==> config.mk <==
export PLATFORM = sky130hd
export DESIGN_NAME = io_port_bank_flat
export DESIGN_NICKNAME = d
export VERILOG_FILES = /design/src/rtl/io_port_bank_if.sv /design/src/rtl/io_port_bank.sv /design/src/flat_wrapper.sv
export SDC_FILE = /design/constraint.sdc
export NUM_CORES = 1
export LEC_CHECK = 0
export BUFFER_PORTS_ARGS = -buffer_cell sky130_fd_sc_hd__clkbuf_2
export CAP_MARGIN = 40
export CELL_PAD_IN_SITES_DETAIL_PLACEMENT = 1
export CELL_PAD_IN_SITES_GLOBAL_PLACEMENT = 1
export CORE_AREA = 2 2 124 126
export DETAILED_ROUTE_END_ITERATION = 10
export DIE_AREA = 0 0 126 128
export PLACE_DENSITY = 0.79
export RECOVER_POWER = 25
export SKIP_CTS_REPAIR_TIMING = 1
export SLEW_MARGIN = 20
export SYNTH_ARGS = -nofsm -noshare
export SYNTH_HDL_FRONTEND = slang
export SYNTH_SLANG_ARGS = --single-unit
==> constraint.sdc <==
create_clock -name clk_i -period 5.5 [get_ports clk_i]
set_clock_uncertainty 0.05 [all_clocks]
set_input_delay 0.825 -clock clk_i [delete_from_list [all_inputs] [get_ports clk_i]]
set_output_delay 0.825 -clock clk_i [all_outputs]
set_load 0.01 [all_outputs]
==> src/rtl/io_port_bank_if.sv <==
// Bus bundle between io_port_bank and its core/host drivers.
// IO_TIMESTAMP_EN adds the out_stamp signal.
interface io_port_bank_if #(
   parameter int unsigned CW = 16
) ();
   logic [2:0]    io_n;
   logic          io_wr;
   logic          io_rd;
   logic [7:0]    io_wdata;
   logic [7:0]    io_rdata;
   logic          out_valid;
   logic          out_ready;
   logic [2:0]    out_port;
   logic [7:0]    out_data;
   logic          in_valid;
   logic          in_ready;
   logic [2:0]    in_port;
   logic [7:0]    in_data;
   logic [3:0]    ef;
   logic [CW-1:0] count;
   logic [2:0]    err;
`ifdef IO_TIMESTAMP_EN
   logic [CW-1:0] out_stamp;
`endif

   // Core/host side.
   modport master (
      output io_n, io_wr, io_rd, io_wdata, out_ready, in_valid, in_port, in_data,
`ifdef IO_TIMESTAMP_EN
      input  out_stamp,
`endif
      input  io_rdata, out_valid, out_port, out_data, in_ready, ef, count, err
   );

   // Port bank side.
   modport slave (
      input  io_n, io_wr, io_rd, io_wdata, out_ready, in_valid, in_port, in_data,
`ifdef IO_TIMESTAMP_EN
      output out_stamp,
`endif
      output io_rdata, out_valid, out_port, out_data, in_ready, ef, count, err
   );
endinterface

==> src/rtl/io_port_bank.sv <==
// I/O port bank: OUT bytes go to a tagged output FIFO, INP bytes come from host-filled mailboxes.
// Defining IO_TIMESTAMP_EN stores the cycle count with each FIFO entry (out_stamp).
module io_port_bank #(
   parameter int unsigned NPORTS = 7,
   parameter int unsigned DEPTH  = 4,
   parameter int unsigned CW     = 16
) (
   input logic           clk_i,
   input logic           rst_i,
   io_port_bank_if.slave bus
);
   localparam int unsigned AW = $clog2(DEPTH);
   typedef logic [AW:0] ptr_t;

   function automatic logic port_ok(input logic [2:0] n);
      return (n != 3'd0) && (32'(n) <= NPORTS);
   endfunction

   ptr_t              wptr_q, wptr_d, rptr_q, rptr_d;
   logic [2:0]        fport_q [DEPTH];
   logic [7:0]        fdata_q [DEPTH];
`ifdef IO_TIMESTAMP_EN
   logic [CW-1:0]     fstamp_q [DEPTH];
`endif
   logic [NPORTS-1:0] mb_full_q, mb_full_d, fill;
   logic [7:0]        mb_data_q [NPORTS];
   logic [7:0]        rdata_q, rdata_d;
   logic [CW-1:0]     count_q, count_d;
   logic [2:0]        err_q, err_d;
   logic              empty, full, pop, push, io_ok, in_ready, rd_hit;

   always_comb begin : fifo_ctl
      empty  = (wptr_q == rptr_q);
      full   = (wptr_q[AW] != rptr_q[AW]) && (wptr_q[AW-1:0] == rptr_q[AW-1:0]);
      io_ok  = port_ok(bus.io_n);
      pop    = !empty && bus.out_ready;
      // A pop in the same cycle frees the slot a full FIFO would otherwise refuse.
      push   = bus.io_wr && io_ok && (!full || pop);
      wptr_d = push ? wptr_q + ptr_t'(1) : wptr_q;
      rptr_d = pop ? rptr_q + ptr_t'(1) : rptr_q;
   end

   always_comb begin : mailbox_ctl
      in_ready  = 1'b0;
      fill      = '0;
      rd_hit    = 1'b0;
      mb_full_d = mb_full_q;
      rdata_d   = rdata_q;
      err_d     = err_q;
      count_d   = count_q + CW'(1);
      for (int unsigned k = 0; k < NPORTS; k++) begin
         if (bus.in_port == 3'(k + 1)) begin
            in_ready = !mb_full_q[k];
            fill[k]  = bus.in_valid && !mb_full_q[k];
         end
      end
      if (bus.io_rd) begin
         rdata_d = 8'hFF;
         for (int unsigned k = 0; k < NPORTS; k++) begin
            if ((bus.io_n == 3'(k + 1)) && mb_full_q[k]) begin
               rdata_d      = mb_data_q[k];
               mb_full_d[k] = 1'b0;
               rd_hit       = 1'b1;
            end
         end
         if (!io_ok) begin
            err_d[2] = 1'b1;
         end else if (!rd_hit) begin
            err_d[1] = 1'b1;
         end
      end
      // Fill only happens into an empty mailbox, so it never collides with a read-clear.
      mb_full_d = mb_full_d | fill;
      if (bus.io_wr && !io_ok) err_d[2] = 1'b1;
      if (bus.io_wr && io_ok && !push) err_d[0] = 1'b1;
   end

   always_ff @(posedge clk_i or posedge rst_i) begin
      if (rst_i) begin
         wptr_q    <= '0;
         rptr_q    <= '0;
         mb_full_q <= '0;
         rdata_q   <= 8'h00;
         count_q   <= '0;
         err_q     <= '0;
      end else begin
         wptr_q    <= wptr_d;
         rptr_q    <= rptr_d;
         mb_full_q <= mb_full_d;
         rdata_q   <= rdata_d;
         count_q   <= count_d;
         err_q     <= err_d;
      end
   end

   always_ff @(posedge clk_i or posedge rst_i) begin
      if (rst_i) begin
         for (int unsigned i = 0; i < DEPTH; i++) begin
            fport_q[i]  <= '0;
            fdata_q[i]  <= '0;
`ifdef IO_TIMESTAMP_EN
            fstamp_q[i] <= '0;
`endif
         end
         for (int unsigned k = 0; k < NPORTS; k++) mb_data_q[k] <= '0;
      end else begin
         if (push) begin
            fport_q[wptr_q[AW-1:0]]  <= bus.io_n;
            fdata_q[wptr_q[AW-1:0]]  <= bus.io_wdata;
`ifdef IO_TIMESTAMP_EN
            fstamp_q[wptr_q[AW-1:0]] <= count_q;
`endif
         end
         for (int unsigned k = 0; k < NPORTS; k++) begin
            if (fill[k]) mb_data_q[k] <= bus.in_data;
         end
      end
   end

   assign bus.out_valid = !empty;
   assign bus.out_port  = fport_q[rptr_q[AW-1:0]];
   assign bus.out_data  = fdata_q[rptr_q[AW-1:0]];
`ifdef IO_TIMESTAMP_EN
   assign bus.out_stamp = fstamp_q[rptr_q[AW-1:0]];
`endif
   assign bus.in_ready  = in_ready;
   assign bus.io_rdata  = rdata_q;
   assign bus.count     = count_q;
   assign bus.err       = err_q;

   for (genvar g = 0; g < 4; g++) begin : g_ef
      if (g < NPORTS) begin : g_on
         assign bus.ef[g] = mb_full_q[g];
      end else begin : g_off
         assign bus.ef[g] = 1'b0;
      end
   end
endmodule

==> src/flat_wrapper.sv <==
// flat-port wrapper written by rule: the top's interface ports become plain ports
module io_port_bank_flat 
#(
   parameter int unsigned NPORTS = 7,
   parameter int unsigned DEPTH  = 4,
   parameter int unsigned CW     = 16
)
  (clk_i, rst_i, bus_io_n, bus_io_wr, bus_io_rd, bus_io_wdata, bus_out_ready, bus_in_valid, bus_in_port, bus_in_data, bus_io_rdata, bus_out_valid, bus_out_port, bus_out_data, bus_in_ready, bus_ef, bus_count, bus_err);
  io_port_bank_if #(.CW(CW)) bus_i ();
  input logic clk_i;
  input logic rst_i;
  input wire logic [$bits(bus_i.io_n)-1:0] bus_io_n;
  input wire logic [$bits(bus_i.io_wr)-1:0] bus_io_wr;
  input wire logic [$bits(bus_i.io_rd)-1:0] bus_io_rd;
  input wire logic [$bits(bus_i.io_wdata)-1:0] bus_io_wdata;
  input wire logic [$bits(bus_i.out_ready)-1:0] bus_out_ready;
  input wire logic [$bits(bus_i.in_valid)-1:0] bus_in_valid;
  input wire logic [$bits(bus_i.in_port)-1:0] bus_in_port;
  input wire logic [$bits(bus_i.in_data)-1:0] bus_in_data;
  output wire logic [$bits(bus_i.io_rdata)-1:0] bus_io_rdata;
  output wire logic [$bits(bus_i.out_valid)-1:0] bus_out_valid;
  output wire logic [$bits(bus_i.out_port)-1:0] bus_out_port;
  output wire logic [$bits(bus_i.out_data)-1:0] bus_out_data;
  output wire logic [$bits(bus_i.in_ready)-1:0] bus_in_ready;
  output wire logic [$bits(bus_i.ef)-1:0] bus_ef;
  output wire logic [$bits(bus_i.count)-1:0] bus_count;
  output wire logic [$bits(bus_i.err)-1:0] bus_err;
  assign bus_i.io_n = bus_io_n;
  assign bus_i.io_wr = bus_io_wr;
  assign bus_i.io_rd = bus_io_rd;
  assign bus_i.io_wdata = bus_io_wdata;
  assign bus_i.out_ready = bus_out_ready;
  assign bus_i.in_valid = bus_in_valid;
  assign bus_i.in_port = bus_in_port;
  assign bus_i.in_data = bus_in_data;
  assign bus_io_rdata = bus_i.io_rdata;
  assign bus_out_valid = bus_i.out_valid;
  assign bus_out_port = bus_i.out_port;
  assign bus_out_data = bus_i.out_data;
  assign bus_in_ready = bus_i.in_ready;
  assign bus_ef = bus_i.ef;
  assign bus_count = bus_i.count;
  assign bus_err = bus_i.err;
  io_port_bank #(.NPORTS(NPORTS), .DEPTH(DEPTH), .CW(CW)) u_core (.clk_i(clk_i), .rst_i(rst_i), .bus(bus_i));
endmodule
==> impl_metrics.yaml <==
hold_path:
  whs_path_depth: 1
  min_to: "u_core.bus.count[15]"
  hold_path.class: "flop to flop"
  holdCritStartpoint: "u_core.bus.count[15]"
critical_path:
  crit_path_max_incr_delay_ns: 0.52
  cp-end-kind: "primary output"
  critPathRequiredTime_ns: 4.62
  cp-start-kind: "primary input"
  critPathBufInv: 2
  reg2reg_to: "u_core.fport_q[1]"
  ff2ff_setup_slack_ns: 3.17
  worstSetupPathType: "primary input to primary output"
  critical_path.top_delay_family: "multiplexers"
  crit_fanout: 7
  crit_chain: "clkbuf_2 -> mux4_2 -> a21oi_1 -> clkbuf_2"
  cp.arrival_ns: 1.93
  crit_path_frequent_cell: "clkbuf_2"
  r2r_start: "u_core.rptr_q[1]"
  slowest_stage: "mux4_2"
  worst-r2r-cell-count: 4
clock_network:
  cts_buffers: 17
  clock_path_buffers: 2
  insertion_delay_ns: 0.43
  cts_max_level: 4
  cts_root_buf: "clkbuf_16"
  cts.sinks: 140
  clk_pin_slew_ns: 0.06
  cts_tree: "built"
synthesis:
  synth_warnings: 0
  synthTopCellsByArea: "dfrtp_1 (53%), mux2_2 (11%), mux2_1 (6.4%)"
  synthCells: 492
  syn_nets: 526
  synthArstFlopShare: 1.00
  synth_top_flop_cell: "dfrtp_1"
  synth-seq-cells: 140
  synth_top_area_cell: "dfrtp_1"
  synth-edff-count: 0
  synth.most_common_cell: "dfrtp_1"
  yosys-top-cells-count: "dfrtp_1 (140), mux2_2 (64), mux2_1 (37)"
  synthDominantCellAreaShare: 0.534
  syn_area_sq_um: 6560
  avgSynthCellArea_sq_um: 13.3
  synth.distinct_cells: 49
  seq_area_frac_synth: 0.534
finish:
  area_growth_pct: 17.2
  multiInputGateArea_sq_um: 2880
  drive_above_1_share: 0.358
  final_cells: 761
  finalNetCount: 594
  seq_area_sq_um: 3500
  fillerInstances: 1520
  n_antenna_cell: 0
global_route:
  antenna_found_initial: 0
  first_global_vias: 4954
  grt_pass1_wl_um: 26300
  grt_overflow: 0
  grt_max_degree: 77
  gr-usage-all-layers: 0.212
timing:
  period_share: 0.510
  hold_viol: 0
  period_needed_ns: 2.80
  max_freq_mhz: 357
  tightest_slew_ns: 1.05
  setup_viol: 0
  slew_headroom: 0.293
  tns_ns: 0
  finalMaxSlewViolations: 0
  rsz0062_at_grt: "no"
floorplanning:
  fp-row-count: 45
  start_util: 0.441
  dieArea_sq_um: 16100
  core-area_sq_um: 14900
  die_x_um: 126
  die_y_um: 128
  boundaryPins: 72
power_and_ir_drop:
  vdd_drop_max_uv: 224
  power.density_nw_per_um2: 500
  leakage_nw: 3.34
run:
  cap_violations: 0
drt:
  ant_nets: 0
  vias_per_cell: 5.65
  vias: 4296
  wl_um: 15900
  wl_per_cell_um: 20.9
  dr.pass1.iters: 4
  drtIter0Drc: 169
  drcViolationCount: 0
placement:
  placed_cells: 728
  dp_hpwl_um: 11200
  gp_congestion: 0.809
  io_buffers: 71
run_status:
  status: "finished, final reports clean"
registers in the layout, summed over array words and instances, names as in the netlist:
name                 cells
u_core.mb_data_q        56
u_core.fdata_q          32
u_core.bus.count        16
u_core.fport_q          12
u_core.bus.io_rdata      8
u_core.mb_full_q         7
u_core.bus.err           3
u_core.rptr_q            3
u_core.wptr_q            3
power breakdown:
group | internal, W | switching (W) | leakage, nW
logic | 0.000580 | 0.000462 | 1.37
clock network | 0.000713 | 0.000434 | 0.284
registers | 0.00139 | 0.000256 | 1.68
total | 0.00269 | 0.00115 | 3.34
worst max path at each step:
| stage | start | depth (start not counted) | slack (ns) | end |
|---|---|---|---|---|
| 4_1_cts | u_core.rptr_q[1] | 3 | 2.68 | bus_out_valid |
| 2_1_floorplan | rst_i | 1 | 0.87 | u_core.bus.count[0] |
| 6_report | bus_in_port[1] | 4 | 2.70 | bus_in_ready |
| 5_1_grt | u_core.rptr_q[1] | 3 | 2.57 | bus_out_valid |
| 3_3_place_gp | bus_in_port[1] | 4 | 2.71 | bus_in_ready |
| 3_5_place_dp | bus_io_n[1] | 5 | 2.68 | u_core.bus.io_rdata[2] |
metrics by stage:
stage,worst slack (ns),cell area (sq um),total power [W],hold WS [ns],util
global route,2.57,7690,0.00405,0.454,0.517
CTS,2.68,7680,0.00389,0.279,0.517
floorplan,0.872,6560,0.00236,0.406,-
global placement,2.71,7010,0.00260,0.406,0.472
detailed placement,2.68,7080,0.00273,0.421,0.477
finish,2.70,7690,0.00384,0.417,0.517
routing by layer:
metal | vias to the layer above | part of all wire | track usage
met5 | - | 0 | 0
met4 | 0 | 0.017 | 0.0795
met3 | 21 | 0.031 | 0.0442
met2 | 71 | 0.52 | 0.374
met1 | 2265 | 0.43 | 0.258
li1 | 1939 | - | -
cell usage in the layout (no fill, tap or decap), types with 3 or more instances in the layout:
cell type	Yosys	routed
clkinv_2	0	3
o2111ai_1	8	8
nand4_1	7	7
nor2_1	6	6
and3_1	3	3
clkinvlp_4	0	4
inv_1	8	7
o221ai_1	8	8
dfrtp_1	140	140
xnor2_1	15	15
and2_1	4	4
nor3b_1	9	9
or2_2	8	8
nand2_1	16	16
a2bb2oi_1	8	8
mux4_2	11	11
xor2_1	6	6
nand2b_1	19	19
buf_4	7	4
o21ai_0	9	9
clkbuf_16	0	17
a221oi_1	8	8
a21o_1	7	7
clkbuf_2	0	71
mux2_1	37	37
a21oi_1	10	10
nand3_1	9	9
nand2_2	4	4
nor3_2	6	6
nand3b_1	3	3
ha_1	6	6
nor2b_1	5	5
clkbuf_8	0	4
mux2_2	64	64
cells by family after synthesis:
logic type,count (synthesis),share of synthesized area
flip-flops,140,0.534
XOR/XNOR,21,0.0280
buffers and inverters,36,0.0269
multiplexers,114,0.217
AO/OA/AOI/OAI,66,0.0777
AND/OR/NAND/NOR,109,0.105
adder cells (fa/ha/maj),6,0.0114
worst reg2reg max path, stage by stage (launching register included):
cell and delay [ns]:
dfrtp_1 0.78, xnor2_1 0.27, a41oi_4 0.37, nand2_2 0.31
mux2_1 0.41
final cells by class:
type / instances / share of cell area
clock buffers: 22 / 0.0630
well taps: 188 / 0.0306
clock inverters: 10 / 0.0148
repair buffers: 77 / 0.0573
flip-flops and latches: 140 / 0.456
inverters: 8 / 0.00407
multi-input cells: 316 / 0.374
No activity file was read; power rests on OpenSTA's default activity.
